[config.mk]
export PLATFORM = sky130hd
export DESIGN_NAME = fb_reader
export DESIGN_NICKNAME = d
export VERILOG_FILES = /design/src/rtl/fb_reader.sv
export SDC_FILE = /design/constraint.sdc
export NUM_CORES = 1
export LEC_CHECK = 0
export BUFFER_PORTS_ARGS = -buffer_cell sky130_fd_sc_hd__buf_2
export CORE_MARGIN = 3
export CORE_UTILIZATION = 45
export CTS_CLUSTER_DIAMETER = 50
export DETAILED_ROUTE_END_ITERATION = 10
export GPL_ROUTABILITY_DRIVEN = 0
export GPL_TIMING_DRIVEN = 0
export PLACE_DENSITY = 0.69
export SYNTH_ARGS = -nofsm -noshare
export SYNTH_HDL_FRONTEND = slang
export SYNTH_SLANG_ARGS = --single-unit
[constraint.sdc]
create_clock -name pixel_clk -period 6.25 [get_ports pixel_clk]
set_clock_uncertainty 0.05 [all_clocks]
set_input_delay 0.625 -clock pixel_clk [delete_from_list [all_inputs] [get_ports pixel_clk]]
set_output_delay 0.625 -clock pixel_clk [all_outputs]
set_load 0.005 [all_outputs]
[src/rtl/fb_reader.sv]
// Frame-buffer read side: fetches the pixel LOOKAHEAD columns ahead of the raster
// from a double-buffered 320x240 RGB444 store and swaps banks only in vertical blank.
module fb_reader #(
   parameter int H_TOTAL   = 800,
   parameter int V_TOTAL   = 525,
   parameter int LOOKAHEAD = 3
) (
   input  logic        pixel_clk,
   input  logic        rst,
   input  logic [9:0]  hcnt,
   input  logic [9:0]  vcnt,
   output logic [16:0] mem_addr,
   output logic        mem_bank,
   output logic        mem_rd_en,
   input  logic [11:0] mem_rdata,
   input  logic        wr_frame_done,
   output logic        swap_ack,
   output logic        frame_dropped,
   output logic [3:0]  vgaInR,
   output logic [3:0]  vgaInG,
   output logic [3:0]  vgaInB
);

   localparam int CW = 12;

   typedef enum logic {
      IDLE,
      PENDING
   } swap_state_t;

   swap_state_t state, state_next;

   logic [CW-1:0] tx_sum, tx, ty_inc, ty;
   logic [16:0]   tx_half, ty_half, addr_next;
   logic          in_range, visible;
   logic [1:0]    vis_d;
   logic          swap_point, do_swap, drop;

   // Target pixel: raster position plus lookahead, wrapped onto the next line/frame.
   // NOTE: every always_comb output gets a default first so no path leaves it unassigned (no latch).
   always_comb begin
      in_range = (hcnt < 10'(H_TOTAL)) && (vcnt < 10'(V_TOTAL));
      tx_sum   = CW'(hcnt) + CW'(LOOKAHEAD);
      tx       = tx_sum;
      ty_inc   = CW'(vcnt);
      if (tx_sum >= CW'(H_TOTAL)) begin
         tx     = tx_sum - CW'(H_TOTAL);
         ty_inc = CW'(vcnt) + CW'(1);
      end
      ty        = (ty_inc >= CW'(V_TOTAL)) ? '0 : ty_inc;
      visible   = in_range && (tx < CW'(640)) && (ty < CW'(480));
      tx_half   = 17'(tx >> 1);
      ty_half   = 17'(ty >> 1);
      addr_next = (ty_half << 8) + (ty_half << 6) + tx_half;
   end

   // Address at N, BRAM read at N+1, colour captured at end of N+2.
   // NOTE: sequential state uses non-blocking assignments so every register samples pre-edge values.
   always_ff @(posedge pixel_clk) begin
      if (rst) begin
         mem_addr  <= '0;
         mem_rd_en <= 1'b0;
         vis_d     <= '0;
         vgaInR    <= '0;
         vgaInG    <= '0;
         vgaInB    <= '0;
      end else begin
         mem_rd_en <= visible;
         if (visible) mem_addr <= addr_next;
         vis_d <= {vis_d[0], visible};
         if (vis_d[1]) {vgaInR, vgaInG, vgaInB} <= mem_rdata;
         else          {vgaInR, vgaInG, vgaInB} <= '0;
      end
   end

   assign swap_point = (hcnt == 10'd0) && (vcnt == 10'd480);

   always_comb begin
      state_next = state;
      do_swap    = 1'b0;
      drop       = 1'b0;
      case (state)
         IDLE: begin
            if (wr_frame_done) begin
               if (swap_point) do_swap    = 1'b1;
               else            state_next = PENDING;
            end
         end
         PENDING: begin
            if (swap_point) begin
               do_swap    = 1'b1;
               state_next = IDLE;
            end else if (wr_frame_done) begin
               drop = 1'b1;
            end
         end
         default: state_next = IDLE;
      endcase
   end

   always_ff @(posedge pixel_clk) begin
      if (rst) begin
         state         <= IDLE;
         mem_bank      <= 1'b0;
         swap_ack      <= 1'b0;
         frame_dropped <= 1'b0;
      end else begin
         state    <= state_next;
         swap_ack <= do_swap;
         if (do_swap) mem_bank      <= ~mem_bank;
         if (drop)    frame_dropped <= 1'b1;
      end
   end

endmodule
* Word-level counts from Yosys, hierarchy flattened
Cells that the tools add are included.
** Word-level totals
- Output and inout port bits :: 33
- Bits in registers :: 36
- Word-level logic and storage cells :: 43
- Input port bits :: 35
** Operators by class
- Equal/unequal tests :: 1
- Multiplexer cells :: 12
- $add $sub $neg :: 5
- Order comparisons :: 6
- Bitwise gates (word level) :: 3
- Reductions and logical operators :: 6
** Operators by type and width (count)
- $mux W12 :: 2
- $lt A10 B10 Y1 const B :: 2
- $add A17 B11 Y17 :: 1
- $add A17 B17 Y17 :: 1
- $ge A12 B10 Y1 const B :: 1
- $lt A12 B10 Y1 const B :: 1
- $lt A12 B9 Y1 const B :: 1
- $sub A11 B10 Y12 const B :: 1
- $add A10 B1 Y11 const B :: 1
- $add A10 B2 Y11 const B :: 1
- $ge A11 B10 Y1 const B :: 1
- $mux W11 :: 1
- $eq A10 B9 Y1 const B :: 1
- $logic_not A10 Y1 :: 1
- $mux W1 :: 7
- $logic_and A1 B1 Y1 :: 4
- $pmux W1 S2 :: 2
- $not A1 Y1 :: 3
- $reduce_or A2 Y1 :: 1

* Depth between registers and ports, before layout
Gate-level depths: netlist (run 1).
- Depth in word-level cells :: 7
- Depth in mapped cells :: 25

* Worst setup path after synthesis (run 1)
No wires, ideal clock.
- Path type :: input-to-reg
- Start point :: input hcnt[0]
- End point :: register mem_addr[14]
- Arrival time :: 5217 ps
- Stages on the path :: 21
- Library setup time :: 70 ps
- Data required time :: 6130 ps
- Path slack :: 912 ps
- Cells stage by stage :: inv_1 -> ha_1 -> and2b_4 -> nor4b_4 -> a22oi_2 -> a21o_4 -> a2111oi_0 -> o221a_2 -> a21o_1 -> o21ai_1 -> buf_2 -> or2_1 -> fa_1 -> inv_1 -> ha_1 -> a21oi_1 -> o21ai_0 -> a2111oi_0 -> nor3_1 -> or4b_1 -> a21oi_1
** On the way
- Cells in the longest elaborated chain, start to end :: 7
** Ends and longest elaborated chain
- start, declared :: line 10 : input logic [9:0] hcnt,
- $add A10 B2 Y11 :: line 43 : tx_sum = CW'(hcnt) + CW'(LOOKAHEAD);
- $ge A11 B10 Y1 :: line 46 : if (tx_sum >= CW'(H_TOTAL)) begin
- $mux W11 :: line 46
- $ge A12 B10 Y1 :: line 50 : ty = (ty_inc >= CW'(V_TOTAL)) ? '0 : ty_inc;
- $mux W12 :: line 50
- $add A17 B17 Y17 / $lt A12 B9 Y1 (equally long branches) :: line 54, 51
- $add A17 B11 Y17 / $logic_and A1 B1 Y1 (equally long branches) :: line 54, 51
- end signal, assigned :: line 69 : if (visible) mem_addr <= addr_next;
- end, declared :: line 12 : output logic [16:0] mem_addr,
Parallel ways exist; a longest one is shown, timed or not.
A chain may end at the register's enable or synchronous reset.

* Worst setup path after layout (run 1)
Ends and elaborated chain as after synthesis.

==> run summary, run 1 <==
CTS Buf Count = 5
Fin util = 56.7%
Upper clock frequency limit = 174 MHz
Setup crit start = hcnt[0]
Synth Area in XOR/XNOR = 8.27%
Place WS = 0.246 ns
Slowest CP cell = nor3_1
Slew @ Worst Pin = 0.843 ns
CP top delay family = simple AND/OR/NAND/NOR gates
Leakage power = 1.44 nW
Maximum vdd drop = 0.000172 V
DR iter-0 viols = 92
Ranking of synthesized cells by area = dfxtp_1, ha_1, a21oi_1
Synth top area share = 25.5%
Kind of critical path = in2reg
Die height = 84.2 um
Hold WS = 0.415 ns
Top_reg_cell synth = dfxtp_1
GRT Residual Overflow = 0
Largest net degree at the start of global routing = 12
RR Endpoint = mem_bank
Share of cells above drive strength 1 = 23.5%
Simple-Gate Fraction of Synth Area = 24.0%
Critical Path RT = 6.41 ns
Final worst setup slack = 0.514 ns
Crit-path cells = buf_2 > inv_1 > ha_1 > nand3b_1 > nor3_1 > nand4_1 > and3_1 > a211oi_2 > a21o_1 > o21ai_1 > buf_2 > or2_1 > fa_1 > inv_1 > ha_1 > a21oi_1 > o21ai_0 > a2111oi_1 > nor3_1 > or4b_1 > a21oi_1
Mux share of post-synthesis cell area = 0.909%
YS warnings = 0
CP max FO = 10
CTS tree = yes
Core Rows = 27
CP bufs+invs = 4
CTS Buffer Depth = 2
Post-Synthesis Cells = 330
Sequential-to-total area share from yosys stat = 25.5%
Ports = 68
Drt pass-1 iters = 4
Drt via density = 5.38
Area grow syn2layout = 17.7%
Postcts setup bufs = 0
Tmin final = 5.74 ns
Initial Util = 48.2%
Async set or reset register ratio after synthesis = 0%
Final cell count without fillers = 472
Critical path capture point type = flop
Filler Cells Inserted = 552
Worst Hold Class = reg2reg
Syn Std Cell Area = 0.00275 sq mm
Cell area after layout = 0.00324 sq mm
Nets = 459
Reg2reg path depth = 3
Initial antenna violation count = 0
Top-count cell post-synth = dfxtp_1
Max Slew Vio Count = 0
Post-placement cell count = 464
Crit share post-route = 91.8%
Core ar. = 0.00571 sq mm
Syn Nets = 390
DRC viols = 0
Slew margin rel. = 43.4%
Global-route wire length before repair = 11100 um
Type of origin of the critical path = primary input
Placed Area = 0.00315 sq mm
Final ANT Viol Nets = 0
DIE AREA = 0.00709 sq mm
Area leader, netlist = dfxtp_1
Final setup vio count = 0
Clock Latency Late Sink = 0.28 ns
Final Hold Fails = 0
CTS root buffer = clkbuf_8
Unrepaired setup endpoints after global routing = no
Clock Sinks = 35
Total power = 575 uW
Main combinational cell family by area after synthesis = compound AO/OA/AOI/OAI gates
I/O Buffers = 62
Compound-gate portion of the synthesized area = 24.3%
Synth top cells by count = dfxtp_1, a21oi_1, nor2_1
Pwr/cell area = 178 mW/mm^2
Synth Area per Inst = 8.34 sq um
WL final = 6620 um
Synth cell types = 68
Post-synthesis register bit count = 35
CTS Hold Bufs = 0
Routed wire per std cell = 14.0 um
Vias in the first global route = 2384
Antenna cells = 0
Dpl hpwl = 5270 um
Status = complete, no violations
Critical path's largest stage delay = 0.66 ns
Clk slew on worst S/H paths = 0.07 ns
Setup tns final = 0 ns
Worst setup endpoint = mem_addr[14]
Post-synthesis adder-cell area fraction = 12.5%
Reg2reg start = state
H-tree depth = 2
GRT Util Overall = 18.5%
Worst path depth = 21
R2R setup slack = 5.20 ns
Post-synth EDFFs = 0
Max Cap Viol = 0
CP arrival = 5.90 ns
Die X-Extent = 84.2 um
Vias = 2537
[area by class of cell]
cell class,count,area [sq um],share of cell area [%]
Clock inverter,2,12.5,0.386
Clock buffer,6,72.6,2.24
Inverter,14,52.6,1.62
Timing Repair Buffer,62,310,9.58
Sequential cell,35,701,21.6
Buffer,15,67.6,2.09
Multi-Input combinational cell,266,1930,59.7
Tap cell,72,90.1,2.78
[state kept, by name (all words and copies together), names as in the netlist]
name           count
frame_dropped      1
mem_addr          17
mem_bank           1
state              1
swap_ack           1
vgaInB             4
vgaInG             4
vgaInR             4
vis_d              2
[report_power, final]
part           internal (mW)  total, mW  switching, mW
clock network         0.0778      0.156         0.0780
registers              0.236      0.242        0.00545
logic                 0.0776      0.178          0.100
total                  0.392      0.575          0.184
[metal layers]
metal	track usage [%]	vias up	part of all wire, %	wire length, um
met5	0	-	0	0
li1	-	1324	-	-
met4	4.53	0	0.98	65
met1	24.8	1133	47	3100
met2	31.3	74	47	3110
met3	2.65	6	5.2	347
[logic make-up after synthesis]
kind of cell,after synthesis
other,2
buffers and inverters,29
xor gates and xnor gates,26
AOI/OAI and AO/OA,96
adders and majority gates,25
and+or+nand+nor,115
DFF,35
muxes,2
[worst min path at each step]
stage          startpoint       end  slack (ns)  depth (start not counted)
2_1_floorplan    vis_d[0]  vis_d[1]        0.41                          1
3_3_place_gp     vis_d[0]  vis_d[1]        0.40                          1
3_5_place_dp     vis_d[0]  vis_d[1]        0.41                          1
4_1_cts          vis_d[0]  vis_d[1]        0.42                          1
5_1_grt          vis_d[0]  vis_d[1]        0.43                          1
6_report         vis_d[0]  vis_d[1]        0.42                          1
[what timing repair did]
item | in CTS | in global routing
endpoints found under the setup margin | 0 | 2
gates resized for setup | 0 | 1
hold endpoints to repair | 0 | 0
[layout by cell type, fill, tap and decap left out, types with 2 or more instances in the layout]
cell type,synthesis,routed
clkbuf_8,0,5
or2_1,4,4
ha_1,21,21
xor2_1,12,12
a21oi_1,25,25
nor3_1,8,8
nand2b_1,3,3
nand3_1,15,15
o21ai_0,21,21
nand2_1,17,17
buf_2,5,67
fa_1,4,4
or3_1,3,3
clkbuf_1,8,9
nor2_1,23,23
o2111a_1,2,2
xnor2_1,14,14
conb_1,2,2
o31ai_1,2,2
nand4_1,4,4
a211o_1,3,3
inv_1,13,13
o21a_1,3,3
o211ai_1,4,4
dfxtp_1,35,35
a211oi_2,2,2
nor2b_1,6,6
a31oi_1,3,3
a211oi_1,6,6
a21o_1,4,4
and2_1,14,14
o21ai_1,4,4
and3_1,3,3
Power figures use the tool's default switching activity.
==> inputs of run 2 (changes only) <==
--- a/config.mk
+++ b/config.mk
@@ -5,6 +5,7 @@
 export SDC_FILE = /design/constraint.sdc
 export NUM_CORES = 1
 export LEC_CHECK = 0
+export ABC_AREA = 1
 export BUFFER_PORTS_ARGS = -buffer_cell sky130_fd_sc_hd__buf_2
 export CORE_MARGIN = 3
 export CORE_UTILIZATION = 45
@@ -13,6 +14,7 @@
 export GPL_ROUTABILITY_DRIVEN = 0
 export GPL_TIMING_DRIVEN = 0
 export PLACE_DENSITY = 0.69
+export REMOVE_ABC_BUFFERS = 1
 export SYNTH_ARGS = -nofsm -noshare
 export SYNTH_HDL_FRONTEND = slang
 export SYNTH_SLANG_ARGS = --single-unit
==> constraint.sdc (replaced) <==
create_clock -name pixel_clk -period 6.19 [get_ports pixel_clk]
set_clock_uncertainty 0.05 [all_clocks]
set_input_delay 0.619 -clock pixel_clk [delete_from_list [all_inputs] [get_ports pixel_clk]]
set_output_delay 0.619 -clock pixel_clk [all_outputs]
set_load 0.005 [all_outputs]
==> run summary, run 2 <==
Antenna cells = 0 (unchanged)
H-tree depth = 2 (unchanged)
Slew margin rel. = 60.9% (+18 points)
Post-Synthesis Cells = 424 (+28%)
Worst Hold Class = reg2reg
Leakage power = 1.80 nW (+25%)
CTS root buffer = clkbuf_8
Maximum vdd drop = 0.000129 V (-25%)
Core ar. = 0.00606 sq mm (+6.2%)
Clk slew on worst S/H paths = 0.07 ns (about the same)
Initial antenna violation count = 0 (unchanged)
CP max FO = 16 (+6)
Dpl hpwl = 5110 um (-2.9%)
Pwr/cell area = 198 mW/mm^2 (+11%)
CTS Hold Bufs = 0 (unchanged)
Area grow syn2layout = 15.6%
Initial Util = 47.6% (-0.61 points)
Global-route wire length before repair = 10600 um (-5.0%)
DRC viols = 0 (unchanged)
Vias = 2727 (+7.5%)
YS warnings = 0 (unchanged)
Slew @ Worst Pin = 0.585 ns (-0.257 ns)
CTS tree = yes
DR iter-0 viols = 77 (-16%)
Max Cap Viol = 0 (unchanged)
Fin util = 55.0% (-1.7 points)
GRT Residual Overflow = 0 (unchanged)
Status = complete, no violations
Drt pass-1 iters = 4 (unchanged)
Post-synth EDFFs = 0 (unchanged)
Nets = 548 (+19%)
Top-count cell post-synth = nand2_1
Tmin final = 5.27 ns
Die height = 86.1 um (+2.2%)
Drt via density = 4.84 (-10%)
Largest net degree at the start of global routing = 26 (+14)
CTS Buffer Depth = 2 (unchanged)
Clock Latency Late Sink = 0.28 ns (about the same)
Upper clock frequency limit = 190 MHz
Final setup vio count = 0 (unchanged)
Clock Sinks = 35 (unchanged)
Biggest register = mem_addr
Synth top cells by count = nand2_1, inv_1, nor2_1
I/O Buffers = 67 (+8.1%)
Die X-Extent = 86.1 um (+2.2%)
Unrepaired setup endpoints after global routing = no
Synth cell types = 38 (-44%)
Max reg flops = 17 (unchanged)
CTS Buf Count = 5 (unchanged)
Slowest CP cell = fa_1
Async set or reset register ratio after synthesis = 0% (unchanged)
GRT Util Overall = 17.3% (-1.3 points)
Post-synthesis register bit count = 35 (unchanged)
Core Rows = 28 (+3.7%)
Crit share post-route = 85.2%
WL final = 6250 um (-5.6%)
Critical path capture point type = flop
Final Hold Fails = 0 (unchanged)
Post_cts resized = 0 (unchanged)
Area leader, netlist = dfxtp_1
Commonest non-fill, non-tap cell in the layout = nand2_1
Ranking of synthesized cells by area = dfxtp_1, nand2_1, inv_1
DIE AREA = 0.00741 sq mm (+4.5%)
Sequential-to-total area share from yosys stat = 24.3% (-1.2 points)
Type of origin of the critical path = primary input
Synth top area share = 24.3% (-1.2 points)
Setup tns final = 0 ns (unchanged)
Final ANT Viol Nets = 0 (unchanged)
CP arrival = 5.40 ns (-0.50 ns)
Critical path's largest stage delay = 0.53 ns (-0.13 ns)
Share of cells above drive strength 1 = 22.5% (-1.0 points)
Ports = 68 (unchanged)
Syn Std Cell Area = 0.00289 sq mm (+4.8%)
Critical Path RT = 6.32 ns (-0.09 ns)
Synth Area per Inst = 6.80 sq um (-18%)
Routed wire per std cell = 11.1 um (-21%)
Postcts setup bufs = 0 (unchanged)
Vias in the first global route = 2488 (+4.4%)
Commonest non-fill, non-tap cells in the layout = nand2_1, inv_1, nor2_1
Top_reg_cell synth = dfxtp_1
Max Slew Vio Count = 0 (unchanged)
Kind of critical path = in2reg
-- run 2: changes by cell type in the layout (fill, tap and decap cells not counted), sizes merged, moves of 12 or more --
cell and delta:
nand2 +67, inv +61, nor2 +48, nand3 +19
and2 -14, o21ai -12
-- run 2: cells by family after synthesis --
family          after synthesis  share of synthesized area, %
simple gates                216                          36.7
buf+inv                      86                          12.8
compound gates               40                          7.72
flops                        35                          24.3
fa+ha+maj                    25                          11.9
xor+xnor                     20                          6.33
other cells                   2                         0.260
-- run 2: worst paths after layout --
check / from / endpoint / slack (ns) / cells after the start
worst max-delay path: hcnt[0] / mem_addr[15] / 0.92 / 35
worst min-delay path: vis_d[0] / vis_d[1] / 0.38 / 2
worst max register to register: state / mem_bank / 5.21 / 3
worst min register to register: vis_d[0] / vis_d[1] / 0.38 / 2
-- run 2: final cells by class --
type,count,area (sq um)
Sequential cell,35,701
Inverter,76,290
Tap cell,75,93.8
Multi-Input combinational cell,303,1820
Clock buffer,8,100
Timing Repair Buffer,67,335
Fill cell,627,2730
-- run 2: routing by layer --
layer | GRT usage [%] | part of all wire, % | up-vias
met3 | 3.75 | 3.6 | 4
met4 | 2.59 | 0.62 | 0
li1 | - | - | 1457
met1 | 21.8 | 47 | 1214
met2 | 30.5 | 49 | 52
met5 | 0 | 0 | -
-- run 2: metrics by stage --
| step | power (mW) | cells | setup WS [ns] | cell area [sq um] | hold slack [ns] |
|---|---|---|---|---|---|
| 2_1_floorplan | 0.420 | 414 | 1.36 | 2810 | 0.370 |
| 3_3_place_gp | 0.484 | 556 | 0.746 | 3240 | 0.356 |
| 3_5_place_dp | 0.487 | 556 | 0.620 | 3240 | 0.368 |
| 4_1_cts | 0.664 | 564 | 0.913 | 3340 | 0.378 |
| 5_1_grt | 0.713 | 564 | 0.353 | 3340 | 0.389 |
| 6_report | 0.660 | 564 | 0.917 | 3340 | 0.375 |
-- run 2: critical path: cells and delay by family --
family                     cells  cell delay (ns)
and+or+nand+nor               18             1.85
adders and majority gates      3             1.11
AOI/OAI and AO/OA              6             1.02
buffers and inverters          7             0.58
xor gates and xnor gates       1             0.23
-- run 2: power by group --
part,internal [mW],switching [mW],total [mW],leakage [nW]
clock,0.101,0.0770,0.178,0.0515
sequential,0.240,0.00627,0.246,0.286
combinational,0.0930,0.142,0.235,1.46
==> inputs of run 3 (changes only) <==
--- a/config.mk
+++ b/config.mk
@@ -6,14 +6,13 @@
 export NUM_CORES = 1
 export LEC_CHECK = 0
 export ABC_AREA = 1
-export BUFFER_PORTS_ARGS = -buffer_cell sky130_fd_sc_hd__buf_2
-export CORE_MARGIN = 3
+export CORE_ASPECT_RATIO = 1.2
 export CORE_UTILIZATION = 45
 export CTS_CLUSTER_DIAMETER = 50
 export DETAILED_ROUTE_END_ITERATION = 10
+export DONT_BUFFER_PORTS = 1
 export GPL_ROUTABILITY_DRIVEN = 0
 export GPL_TIMING_DRIVEN = 0
-export PLACE_DENSITY = 0.69
 export REMOVE_ABC_BUFFERS = 1
 export SYNTH_ARGS = -nofsm -noshare
 export SYNTH_HDL_FRONTEND = slang
==> run summary, run 3 (synthesis gave the netlist of run 2 again) <==
GRT Util Overall = 19.5% (+2.3 points)
Critical path capture point type = flop
Kind of critical path = in2reg
Final worst setup slack = 1.04 ns (+0.127 ns)
CP top delay family = simple AND/OR/NAND/NOR gates
Maximum vdd drop = 0.000116 V (-9.7%)
Commonest non-fill, non-tap cell in the layout = nand2_1
Placed Area = 0.00291 sq mm (-10%)
CTS root buffer = clkbuf_8
Reg2reg path depth = 3 (unchanged)
Vias in the first global route = 2422 (-2.7%)
Final ANT Viol Nets = 0 (unchanged)
Post_cts resized = 0 (unchanged)
Unrepaired setup endpoints after global routing = no
Postcts setup bufs = 0 (unchanged)
Setup crit start = hcnt[0]
Worst Hold Class = in2reg
DRC viols = 0 (unchanged)
Clk slew on worst S/H paths = 0.07 ns (about the same)
Hold WS = 0.345 ns (-0.0298 ns)
Clock Latency Late Sink = 0.28 ns (about the same)
Routed wire per std cell = 11.8 um (+6.8%)
Slowest CP cell = fa_1
Filler Cells Inserted = 688 (+9.7%)
CTS Buffer Depth = 2 (unchanged)
Core ar. = 0.00613 sq mm (+1.1%)
CP arrival = 5.28 ns (-0.12 ns)
Worst path depth = 34 (-2.9%)
CTS Hold Bufs = 0 (unchanged)
WL final = 5960 um (-4.6%)
Die height = 89.7 um (+4.2%)
Upper clock frequency limit = 194 MHz (+2.5%)
GRT Residual Overflow = 0 (unchanged)
RR Endpoint = mem_bank
Max Cap Viol = 0 (unchanged)
Vias = 2461 (-9.8%)
Antenna cells = 0 (unchanged)
DIE AREA = 0.00674 sq mm (-9.1%)
Die X-Extent = 75.1 um (-13%)
Tmin final = 5.15 ns (-0.127 ns)
Slew @ Worst Pin = 0.618 ns (+0.0321 ns)
CTS Buf Count = 5 (unchanged)
CP bufs+invs = 6 (-1)
Max Slew Vio Count = 0 (unchanged)
Drt via density = 4.88 (+0.99%)
DR iter-0 viols = 67 (-13%)
Total power = 655 uW (-0.83%)
Commonest non-fill, non-tap cells in the layout = nand2_1, inv_1, nor2_1
Final cell count without fillers = 504 (-11%)
Global-route wire length before repair = 10500 um (-0.78%)
Worst setup endpoint = mem_addr[15]
Critical Path RT = 6.32 ns (about the same)
Min-delay src = rst
Dpl hpwl = 4820 um (-5.6%)
Final setup vio count = 0 (unchanged)
H-tree depth = 2 (unchanged)
CP max FO = 16 (unchanged)
Post-placement cell count = 496 (-11%)
Leakage power = 1.50 nW (-17%)
Nets = 481 (-12%)
Place WS = 0.783 ns (+0.163 ns)
Biggest register = mem_addr
Fin util = 49.3% (-5.7 points)
Ports = 68 (unchanged)
Critical path's largest stage delay = 0.53 ns (about the same)
Core Rows = 31 (+11%)
Share of cells above drive strength 1 = 10.4% (-12 points)
CTS tree = yes
Pwr/cell area = 217 mW/mm^2 (+9.5%)
Initial Util = 47.1% (-0.52 points)
Setup tns final = 0 ns (unchanged)
Clock Sinks = 35 (unchanged)
Reg2reg start = state
Largest net degree at the start of global routing = 26 (unchanged)
Max reg flops = 17 (unchanged)
R2R setup slack = 5.22 ns (about the same)
Type of origin of the critical path = primary input
Cell area after layout = 0.00302 sq mm (-9.4%)
Crit share post-route = 83.1% (-2.1 points)
Initial antenna violation count = 0 (unchanged)
Slew margin rel. = 58.8% (-2.1 points)
Area grow syn2layout = 4.73%
Drt pass-1 iters = 4 (unchanged)
I/O Buffers = 0 (-100%)
Final Hold Fails = 0 (unchanged)
Status = complete, no violations
[run 3: worst register-to-register path, cell delays in order, from the launching register on]
cell	delay (ns)
dfxtp_1	0.32
o2111ai_1	0.29
o21ai_0	0.12
a21oi_1	0.14
[run 3: worst min path at each step]
stage               end  cells after the start  slack (ns)
2_1_floorplan  vis_d[1]                      2        0.37
3_3_place_gp   vis_d[1]                      2        0.38
3_5_place_dp   vis_d[1]                      2        0.38
4_1_cts        vis_d[1]                      1        0.34
5_1_grt        vis_d[1]                      1        0.33
6_report       vis_d[1]                      1        0.35
[run 3: cell type report]
type / instances / area, sq um / area share (%)
multi-input combinational: 303 / 1820 / 60.1
sequential: 35 / 701 / 23.2
inverter: 76 / 290 / 9.61
tap: 82 / 103 / 3.40
clock buffer: 5 / 68.8 / 2.28
clock inverter: 3 / 43.8 / 1.45
[run 3: layer usage]
layer	wire (um)	part of all wire, %	GRT usage [%]
met1	2660	45	23.3
met2	3080	52	35.0
met3	199	3.3	4.15
met4	31	0.52	3.77
met5	0	0	0
[run 3: power breakdown]
group,switching [mW],total [mW],leakage (nW),internal (mW)
Sequential,0.0108,0.251,0.286,0.240
Combinational,0.125,0.202,1.16,0.0773
Clock,0.0816,0.201,0.0581,0.120
Total,0.217,0.655,1.50,0.437
